`src/rtl/branch_predict_bht.sv`:
```
// branch_predict_bht
//   Branch history table of 2-bit saturating counters indexed by low PC bits.
//   Supplies a same-cycle prediction for the branch at fetch/decode, tracks the
//   single in-flight predicted branch for one cycle, learns from its resolved
//   outcome, flags mispredictions and keeps saturating statistics.
//
// Ports
//   clk              : clock, all state updates on the rising edge
//   reset_n          : asynchronous active-low reset
//   lookup_valid     : branch present at fetch/decode this cycle
//   lookup_pc        : PC of that branch
//   predict_taken    : combinational prediction (0 when lookup_valid=0)
//   resolve_valid    : outcome of the pending branch available this cycle
//   resolve_taken    : actual branch direction
//   flush            : squash, do not capture a new lookup this cycle
//   mispredict       : combinational misprediction flag in the resolve cycle
//   branch_count     : resolved branches, saturating
//   mispredict_count : mispredictions, saturating
//   stats_clear      : synchronous clear of both counts and protocol_err
//   protocol_err     : sticky, resolve seen while no branch was pending
module branch_predict_bht #(
  parameter int ENTRIES = 16,
  parameter int IDX_LSB = 1
) (
  input  logic        clk,
  input  logic        reset_n,
  input  logic        lookup_valid,
  input  logic [31:0] lookup_pc,
  output logic        predict_taken,
  input  logic        resolve_valid,
  input  logic        resolve_taken,
  input  logic        flush,
  output logic        mispredict,
  output logic [15:0] branch_count,
  output logic [15:0] mispredict_count,
  input  logic        stats_clear,
  output logic        protocol_err
);

  localparam int IW = $clog2(ENTRIES);

  typedef enum logic {IDLE = 1'b0, PEND = 1'b1} state_t;

  function automatic logic [1:0] sat_inc2(input logic [1:0] v);
    return (v == 2'b11) ? v : v + 2'd1;
  endfunction

  function automatic logic [1:0] sat_dec2(input logic [1:0] v);
    return (v == 2'b00) ? v : v - 2'd1;
  endfunction

  function automatic logic [15:0] sat_inc16(input logic [15:0] v);
    return (v == 16'hFFFF) ? v : v + 16'd1;
  endfunction

  state_t         state, state_next;
  logic [1:0]     tbl [ENTRIES];
  logic [IW-1:0]  pending_idx;
  logic           pending_pred;
  logic           pending_valid;
  logic [IW-1:0]  lookup_idx;
  logic           do_update;
  logic           capture;
  logic [1:0]     upd_val;
  logic [1:0]     look_val;
  logic           unused_pc;

  // Upper PC bits (and those below IDX_LSB) deliberately alias.
  assign unused_pc     = ^lookup_pc;
  assign lookup_idx    = lookup_pc[IDX_LSB +: IW];
  assign pending_valid = (state == PEND);
  assign do_update     = resolve_valid & pending_valid;
  assign capture       = lookup_valid & ~flush;
  assign upd_val       = resolve_taken ? sat_inc2(tbl[pending_idx])
                                       : sat_dec2(tbl[pending_idx]);

  // Bypass: a lookup hitting the entry being written sees the new value, so
  // back-to-back executions of the same branch predict from fresh state.
  assign look_val      = (do_update && (pending_idx == lookup_idx)) ? upd_val
                                                                     : tbl[lookup_idx];
  assign predict_taken = lookup_valid & look_val[1];
  assign mispredict    = do_update & (pending_pred != resolve_taken);

  always_ff @(posedge clk or negedge reset_n) begin
    if (!reset_n) state <= IDLE;
    else          state <= state_next;
  end

  // A pending branch lives exactly one cycle; a resolve is consumed in PEND
  // whatever the next state is.
  always_comb begin
    state_next = IDLE;
    case (state)
      IDLE:    state_next = capture ? PEND : IDLE;
      PEND:    state_next = capture ? PEND : IDLE;
      default: state_next = IDLE;
    endcase
  end

  // Pending payload is only meaningful while state==PEND, so it needs no reset.
  always_ff @(posedge clk) begin
    if (capture) begin
      pending_idx  <= lookup_idx;
      pending_pred <= predict_taken;
    end
  end

  always_ff @(posedge clk or negedge reset_n) begin
    if (!reset_n) begin
      for (int i = 0; i < ENTRIES; i++) tbl[i] <= 2'b01;
    end else if (do_update) begin
      tbl[pending_idx] <= upd_val;
    end
  end

  always_ff @(posedge clk or negedge reset_n) begin
    if (!reset_n) begin
      branch_count     <= '0;
      mispredict_count <= '0;
      protocol_err     <= 1'b0;
    end else if (stats_clear) begin
      branch_count     <= '0;
      mispredict_count <= '0;
      protocol_err     <= 1'b0;
    end else begin
      if (do_update)                       branch_count     <= sat_inc16(branch_count);
      if (mispredict)                      mispredict_count <= sat_inc16(mispredict_count);
      if (resolve_valid && !pending_valid) protocol_err     <= 1'b1;
    end
  end

endmodule

```
`config.mk`:
```
export PLATFORM = sky130hd
export DESIGN_NAME = branch_predict_bht
export DESIGN_NICKNAME = d
export VERILOG_FILES = /design/src/rtl/branch_predict_bht.sv
export SDC_FILE = /design/constraint.sdc
export NUM_CORES = 1
export LEC_CHECK = 0
export CORE_ASPECT_RATIO = 0.7
export CORE_UTILIZATION = 52
export DETAILED_ROUTE_END_ITERATION = 8
export HOLD_SLACK_MARGIN = 0.05
export PLACE_DENSITY_LB_ADDON = 0.05
export SYNTH_ARGS = -nofsm -noshare
export SYNTH_HDL_FRONTEND = slang
export SYNTH_SLANG_ARGS = --single-unit
```
`constraint.sdc`:
```
create_clock -name clk -period 3.1 [get_ports clk]
set_input_delay 0.62 -clock clk [delete_from_list [all_inputs] [get_ports clk]]
set_output_delay 0.62 -clock clk [all_outputs]
set_load 0.03 [all_outputs]
```
==> load_flow_metrics.sql <==
INSERT INTO impl_metrics (metric_group, metric, value, unit) VALUES
('outcome', 'run_status', 'complete, no violations', ''),
('clocking', 'clkTransAtPathRegs', '0.08', 'ns'),
('clocking', 'cts_tree', 'done', ''),
('global_routing', 'antenna_found_initial', '0', ''),
('worst_setup_path', 'worst_r2r_path_depth', '7', ''),
('synth', 'synth_cells', '315', ''),
('final_layout', 'most_used_cells_in_the_layout_excluding_fill_and_tap_cells', 'sky130_fd_sc_hd__dfrtp_1 (50), sky130_fd_sc_hd__nor2_1 (43), sky130_fd_sc_hd__clkdlybuf4s50_1 (41), sky130_fd_sc_hd__mux2_2 (34), sky130_fd_sc_hd__xor2_1 (27)', ''),
('sta', 'hold_violations', '0', ''),
('worst_setup_path', 'startpoint', 'pending_idx[0]', ''),
('clocking', 'max-clock-path-buffers', '2', ''),
('floorplan', 'core-area', '6880', 'um^2'),
('drt', 'detailroute.via_count', '2738', ''),
('sta', 'finalSetupTns', '0', 'ns'),
('synth', 'synthDominantAreaCellType', 'sky130_fd_sc_hd__dfrtp_1', ''),
('sta', 'fmax', '330', 'MHz'),
('clocking', 'ctsRootBufferMaster', 'sky130_fd_sc_hd__clkbuf_8', ''),
('floorplan', 'die_width', '104', 'um'),
('drt', 'drtAntennaViolNets', '0', ''),
('place', 'portBuffers', '45', ''),
('final_layout', 'finalNetCount', '417', ''),
('synth', 'synth.avg_cell_area', '11.9', 'um^2'),
('final_layout', 'post_route_cells_drive_above_1_share', '0.278', ''),
('clocking', 'cts_num_sinks', '71', ''),
('run', 'timing.max_cap.violations', '0', ''),
('worst_setup_path', 'worst-endpoint-arrival', '2.41', 'ns'),
('sta', 'fin_crit', '3.03', 'ns'),
('floorplan', 'chipHeight', '73.2', 'um'),
('power_and_ir_drop', 'max-vdd-ir-drop', '0.000386', 'V'),
('worst_setup_path', 'endpoint_kind', 'primary output', ''),
('synth', 'synth_nets', '356', ''),
('final_layout', 'regArea', '1820', 'um^2'),
('sta', 'final-max-slew-violation-count', '0', ''),
('worst_setup_path', 'crit_fanout', '7', ''),
('final_layout', 'combined_area_of_the_multi_input_logic_cells', '1890', 'um^2'),
('global_routing', 'grt_max_degree', '37', ''),
('place', 'routabilityCongestion', '0.827', ''),
('synth', 'area_fraction_of_the_dominant_cell_type_after_synthesis', '0.333', ''),
('global_routing', 'grt_pass1_vias', '2530', ''),
('synth', 'async_flop_share', '0.930', ''),
('place', 'dp_cells', '453', ''),
('worst_setup_path', 'worstPathRequired', '2.48', 'ns'),
('worst_setup_path', 'critical_path.reg2reg.startpoint', 'pending_idx[0]', ''),
('synth', 'ys.warnings.count', '0', ''),
('worst_setup_path', 'worst-setup-path-type', 'flop to primary output', ''),
('drt', 'route.final.wire_length', '8420', 'um'),
('final_layout', 'layout_commonest_cell', 'sky130_fd_sc_hd__dfrtp_1', ''),
('drt', 'drt_iter0_drc', '156', ''),
('clocking', 'clock_latency', '0.36', 'ns'),
('final_layout', 'layout-area-overhead-vs-synth', '23.5', '%'),
('worst_setup_path', 'crit-reg2reg-capture', 'tbl[23]', ''),
('worst_setup_path', 'setup.reg_to_reg.worst_slack', '0.79', 'ns'),
('floorplan', 'floorplan.initialDensity', '0.547', ''),
('sta', 'max_slew.worst_pin.slew', '0.782', 'ns'),
('sta', 'clock_skew', '0.0131', 'ns'),
('synth', 'synth_edf_count', '5', ''),
('clocking', 'htree_levels', '3', ''),
('power_and_ir_drop', 'power.density_cell_area', '450', 'nW/um^2'),
('sta', 'final-setup-viol-count', '0', ''),
('synth', 'synth_sequential_area_ratio', '0.484', ''),
('drt', 'vias_per_cell', '5.76', ''),
('global_routing', 'overflow', '0', ''),
('floorplan', 'die_area', '7580', 'um^2'),
('sta', 'timing.slew.headroom', '0.479', ''),
('clocking', 'cts_hold_buf', '0', ''),
('global_routing', 'grt_pass1_wl', '13700', 'um'),
('synth', 'synth.lib_cells_used.distinct', '40', ''),
('worst_hold_path', 'timing.hold.worst.class', 'input pin to async pin', ''),
('sta', 'ratio_of_final_minimum_period_to_clock_period', '0.979', ''),
('floorplan', 'io-pin-count', '74', ''),
('clocking', 'tritoncts.num_buffers', '9', ''),
('synth', 'synth_area', '3760', 'um^2');
registers in the layout, summed over array words and instances, names as in the netlist:
name              flops
branch_count         16
mispredict_count     16
pending_idx           4
pending_pred          1
pending_valid         1
protocol_err          1
tbl                  32
stage by stage:
step           power [mW]  area (um^2)  setup slack, ns  hold slack [ns]   util
6_report             2.09         4650           0.0651            0.317  0.675
5_1_grt              2.17         4650         -0.00450            0.367  0.675
4_1_cts              2.09         4630         0.000739            0.331  0.673
3_5_place_dp         1.33         4360           -0.297            0.510  0.633
3_3_place_gp         1.33         4360           -0.306            0.510  0.633
2_1_floorplan        1.24         3760            0.163            0.324      -
layer usage:
layer,global-route usage,wire [um],vias up
met1,0.364,4250,1358
met2,0.338,3580,78
met3,0.0607,468,10
met5,0,0,-
met4,0.0921,119,0
li1,-,-,1292
critical path: stages (launching register included):
cell and delay (ns):
sky130_fd_sc_hd__edfxtp_1 0.42, sky130_fd_sc_hd__buf_12 0.16, sky130_fd_sc_hd__mux4_2 0.53, sky130_fd_sc_hd__mux2i_2 0.19
sky130_fd_sc_hd__o21ai_1 0.10, sky130_fd_sc_hd__a32o_2 0.30, sky130_fd_sc_hd__a31o_4 0.22, sky130_fd_sc_hd__buf_6 0.13
where the power goes:
group	internal (mW)	leakage [nW]	total (mW)	switching [mW]
registers	1.03	0.909	1.07	0.0454
logic	0.152	0.943	0.290	0.138
clock network	0.377	0.0987	0.726	0.349
Yosys cell counts (5+ instances only):
library cell / count
sky130_fd_sc_hd__nand3_1: 7
sky130_fd_sc_hd__mux2i_1: 6
sky130_fd_sc_hd__nand4_1: 9
sky130_fd_sc_hd__mux4_1: 7
sky130_fd_sc_hd__a21oi_1: 7
sky130_fd_sc_hd__nor2_1: 43
sky130_fd_sc_hd__o2111ai_1: 7
sky130_fd_sc_hd__o211ai_1: 7
sky130_fd_sc_hd__mux2_2: 34
sky130_fd_sc_hd__dfrtp_1: 50
sky130_fd_sc_hd__and3_1: 12
sky130_fd_sc_hd__xor2_1: 27
sky130_fd_sc_hd__dfstp_2: 16
sky130_fd_sc_hd__edfxtp_1: 5
sky130_fd_sc_hd__xnor2_1: 5
sky130_fd_sc_hd__clkbuf_1: 8
sky130_fd_sc_hd__nand2_1: 10
sky130_fd_sc_hd__o21ai_0: 9
sky130_fd_sc_hd__mux4_2: 6
sky130_fd_sc_hd__and4_1: 6
area by class of cell:
cell class	count	share of cell area
clock buffer	14	0.0393
clock inverter	2	0.00269
inverter	2	0.00162
multi-input combinational	230	0.407
sequential	71	0.392
tap	94	0.0253
timing repair buffer	62	0.132
cell families after synthesis:
logic type               share of synthesized area
flip-flops                                   0.484
AND/OR/NAND/NOR                              0.150
buffers and inverters                       0.0213
adder cells (fa/ha/maj)                    0.00665
multiplexers                                 0.203
XOR/XNOR                                    0.0745
AO/OA/AOI/OAI                               0.0609
how the worst max path moves through the flow:
stage	to	slack (ns)	depth (start not counted)
2_1_floorplan	predict_taken	0.16	5
5_1_grt	predict_taken	-0.004	7
3_3_place_gp	predict_taken	-0.31	7
4_1_cts	predict_taken	0.0007	8
3_5_place_dp	predict_taken	-0.30	7
6_report	predict_taken	0.07	7
what timing repair did:
action	CTS	global route
buffers inserted	5	1
gates resized for setup	15	12
pin swaps	1	5
setup endpoints to repair	1	1
cloned	1	0
Note: power is estimated with default switching activity, not from simulation.
==> RTL edit, RTL diff (same settings) <==
Change the parameter `ENTRIES` from 16 to 32.
--- a/src/rtl/branch_predict_bht.sv
+++ b/src/rtl/branch_predict_bht.sv
@@ -19,7 +19,7 @@
 //   stats_clear      : synchronous clear of both counts and protocol_err
 //   protocol_err     : sticky, resolve seen while no branch was pending
 module branch_predict_bht #(
-  parameter int ENTRIES = 16,
+  parameter int ENTRIES = 32,
   parameter int IDX_LSB = 1
 ) (
   input  logic        clk,
Check against the original RTL: not equivalent (a bounded check fails within 4 cycles, from zero or initial values and one cycle with reset_n low).
==> RTL edit against the unedited design <==
- routed wire length rose by 64%
- worst setup slack lost 240 ps
- cell area rose by 49%
- the flow now finishes with violations (design-rule violations, negative setup slack)
- die area grew 46%
- area after synthesis grew 47%
- total power rose by 55%
- critical path type unchanged
- register-to-register slack got worse by 450 ps
- sequential share of layout area shrank 0.56 points
- sequential cell count grew 33
==> RTL edit: results (changes against the unedited design) <==
metric;value;unit;change
routed_wl;13800;µm;was 8420 µm
worst_path_largest_cell_delay;480;ps;was 530 ps
slowest_stage;edfxtp_1;;was mux4_2
tightestPinTransition;755;ps;was 782 ps
finClkSkew;7.41;ps;was 13.1 ps
gr-usage-all-layers;26.6;%;was 24.2%
crit_start;pending_idx[0];;unchanged
route.top_layer_used;met4;;unchanged
synth_enable_flop_cells;6;;was 5
final_critical_path_setup_slack;-171;ps;was 65.1 ps
worstHoldPathType;input pin to async pin;;unchanged
vdd_ir_drop_max;0.000305;V;was 0.000386 V
number_of_h_tree_levels;3;;unchanged
synthesized_area_divided_by_synthesized_cell_count;11.8;µm²;was 11.9 µm²
gp_congestion;0.886;;was 0.827
drc;6;;was 0
layout.nets;598;;was 417
dp_cells;668;;was 453
vias_per_cell;5.80;;was 5.76
synth_warnings;0;;unchanged
postSynth.asyncResetShare;94.2;%;was 93.0%
detailedPlacementHpwl;9430;µm;was 5560 µm
grt_first_pass_wirelength;22200;µm;was 13700 µm
p_leak;2.97;nW;was 1.95 nW
routed_wire_length_per_instance;19.9;µm;was 17.7 µm
cts.path.max_buffers;2;;unchanged
reg.largest.list;tbl (64), branch_count (16), mispredict_count (16);;was tbl (32), branch_count (16), mispredict_count (16)
cts_sinks;104;;was 71
drt-initial-drc-count;296;;was 156
clock-root-buffer;clkbuf_16;;was clkbuf_8
regToRegStartpoint;pending_idx[2];;was pending_idx[0]
finalSetupViolations;1;;was 0
critical_path.max_fanout;6;;was 7
first_pass_iters;9;;was 4
yosys_most_used_dff;dfrtp_1;;unchanged
wl_met3;607;µm;was 468 µm
n_antenna_cell;0;;unchanged
dpl_worst_slack;-821;ps;was -297 ps
layout-drive-gt1-share;35.1;%;was 27.8%
filler_cell_count;761;;was 508
result_of_the_run;finished, violations left;;was completed
synth_sequential_area_ratio;48.3;%;was 48.4%
failing_checks;design-rule violations, negative setup slack;;
tritoncts.num_buffers;9;;unchanged
grt_antenna_before_repair;0;;unchanged
met1Wirelength;7220;µm;was 4250 µm
first_global_vias;4083;;was 2530
met2WireLength;5840;µm;was 3580 µm
port-buffer-count;46;;was 45
synth_nets;511;;was 356
worstSkewPairLatency;350;ps;
synth_commonest_cells;nor2_1, dfrtp_1, mux2_2;;was dfrtp_1, nor2_1, mux2_2
synth.area.top_cells;dfrtp_1, dfstp_2, mux2_2;;unchanged
cp.arrival;2650;ps;was 2410 ps
worst_setup_hold_path_clk_slew;70;ps;
largest_net_degree_at_the_start_of_global_routing;99;;was 37
post_synth_num_cell_types;48;;was 40
## RTL edit: layout make-up
cell class / instances / area, µm² / area share (%)
Tap cell: 132 / 165 / 2.39
Clock inverter: 5 / 61.3 / 0.887
Clock buffer: 11 / 254 / 3.67
Multi-Input combinational cell: 335 / 2760 / 39.9
Inverter: 4 / 15.0 / 0.217
Timing Repair Buffer: 103 / 985 / 14.2
Sequential cell: 104 / 2670 / 38.6
## RTL edit: logic make-up after synthesis
logic type	synth area share, %
and+or+nand+nor	13.3
muxes	24.3
DFF	48.3
AOI/OAI and AO/OA	5.40
buffers and inverters	3.26
xor gates and xnor gates	4.59
adders and majority gates	0.859
## RTL edit: timing repair
item,CTS,global route
setup buffers,6,3
resized for setup,24,10
pin swaps,6,9
setup endpoints to repair,1,1
cloned,2,0
## RTL edit: through the flow
step / cell area [µm²] / hold slack, ps / TNS (ps)
after floorplan: 5530 / 324 / 0
after global placement: 6380 / 481 / -786
after detailed placement: 6380 / 489 / -821
after CTS: 6870 / 345 / -166
after global routing: 6920 / 364 / -271
final: 6920 / 302 / -171
## RTL edit: power breakdown
| part | total, mW | internal (mW) | switching (mW) |
|---|---|---|---|
| combinational | 0.472 | 0.246 | 0.225 |
| sequential | 1.57 | 1.49 | 0.0754 |
| clock | 1.20 | 0.681 | 0.519 |
| total | 3.24 | 2.42 | 0.820 |
## RTL edit: critical path, delay by kind of cell, from the launching register on
family                     cells  cell delay (ps)
and+or+nand+nor                1              330
buffers and inverters          3              460
muxes                          1              180
DFF                            1              480
AOI/OAI and AO/OA              3              510
adders and majority gates      1              350
## RTL edit: path summary, 6_finish.rpt
kind                                    to  slack [ps]  cells after the start
max                          predict_taken        -170                      9
min                        branch_count[8]         300                      2
max reg2reg                        tbl[56]         340                      8
min reg2reg                   protocol_err         500                      2
max in group asynchronous          tbl[14]        2350                      2
min in group clk              protocol_err         500                      2
## RTL edit: routing by layer
layer,vias up,global-route usage (%)
met4,0,6.87
met1,2037,41.2
li1,1872,-
met3,12,4.90
met2,102,38.0
met5,-,0
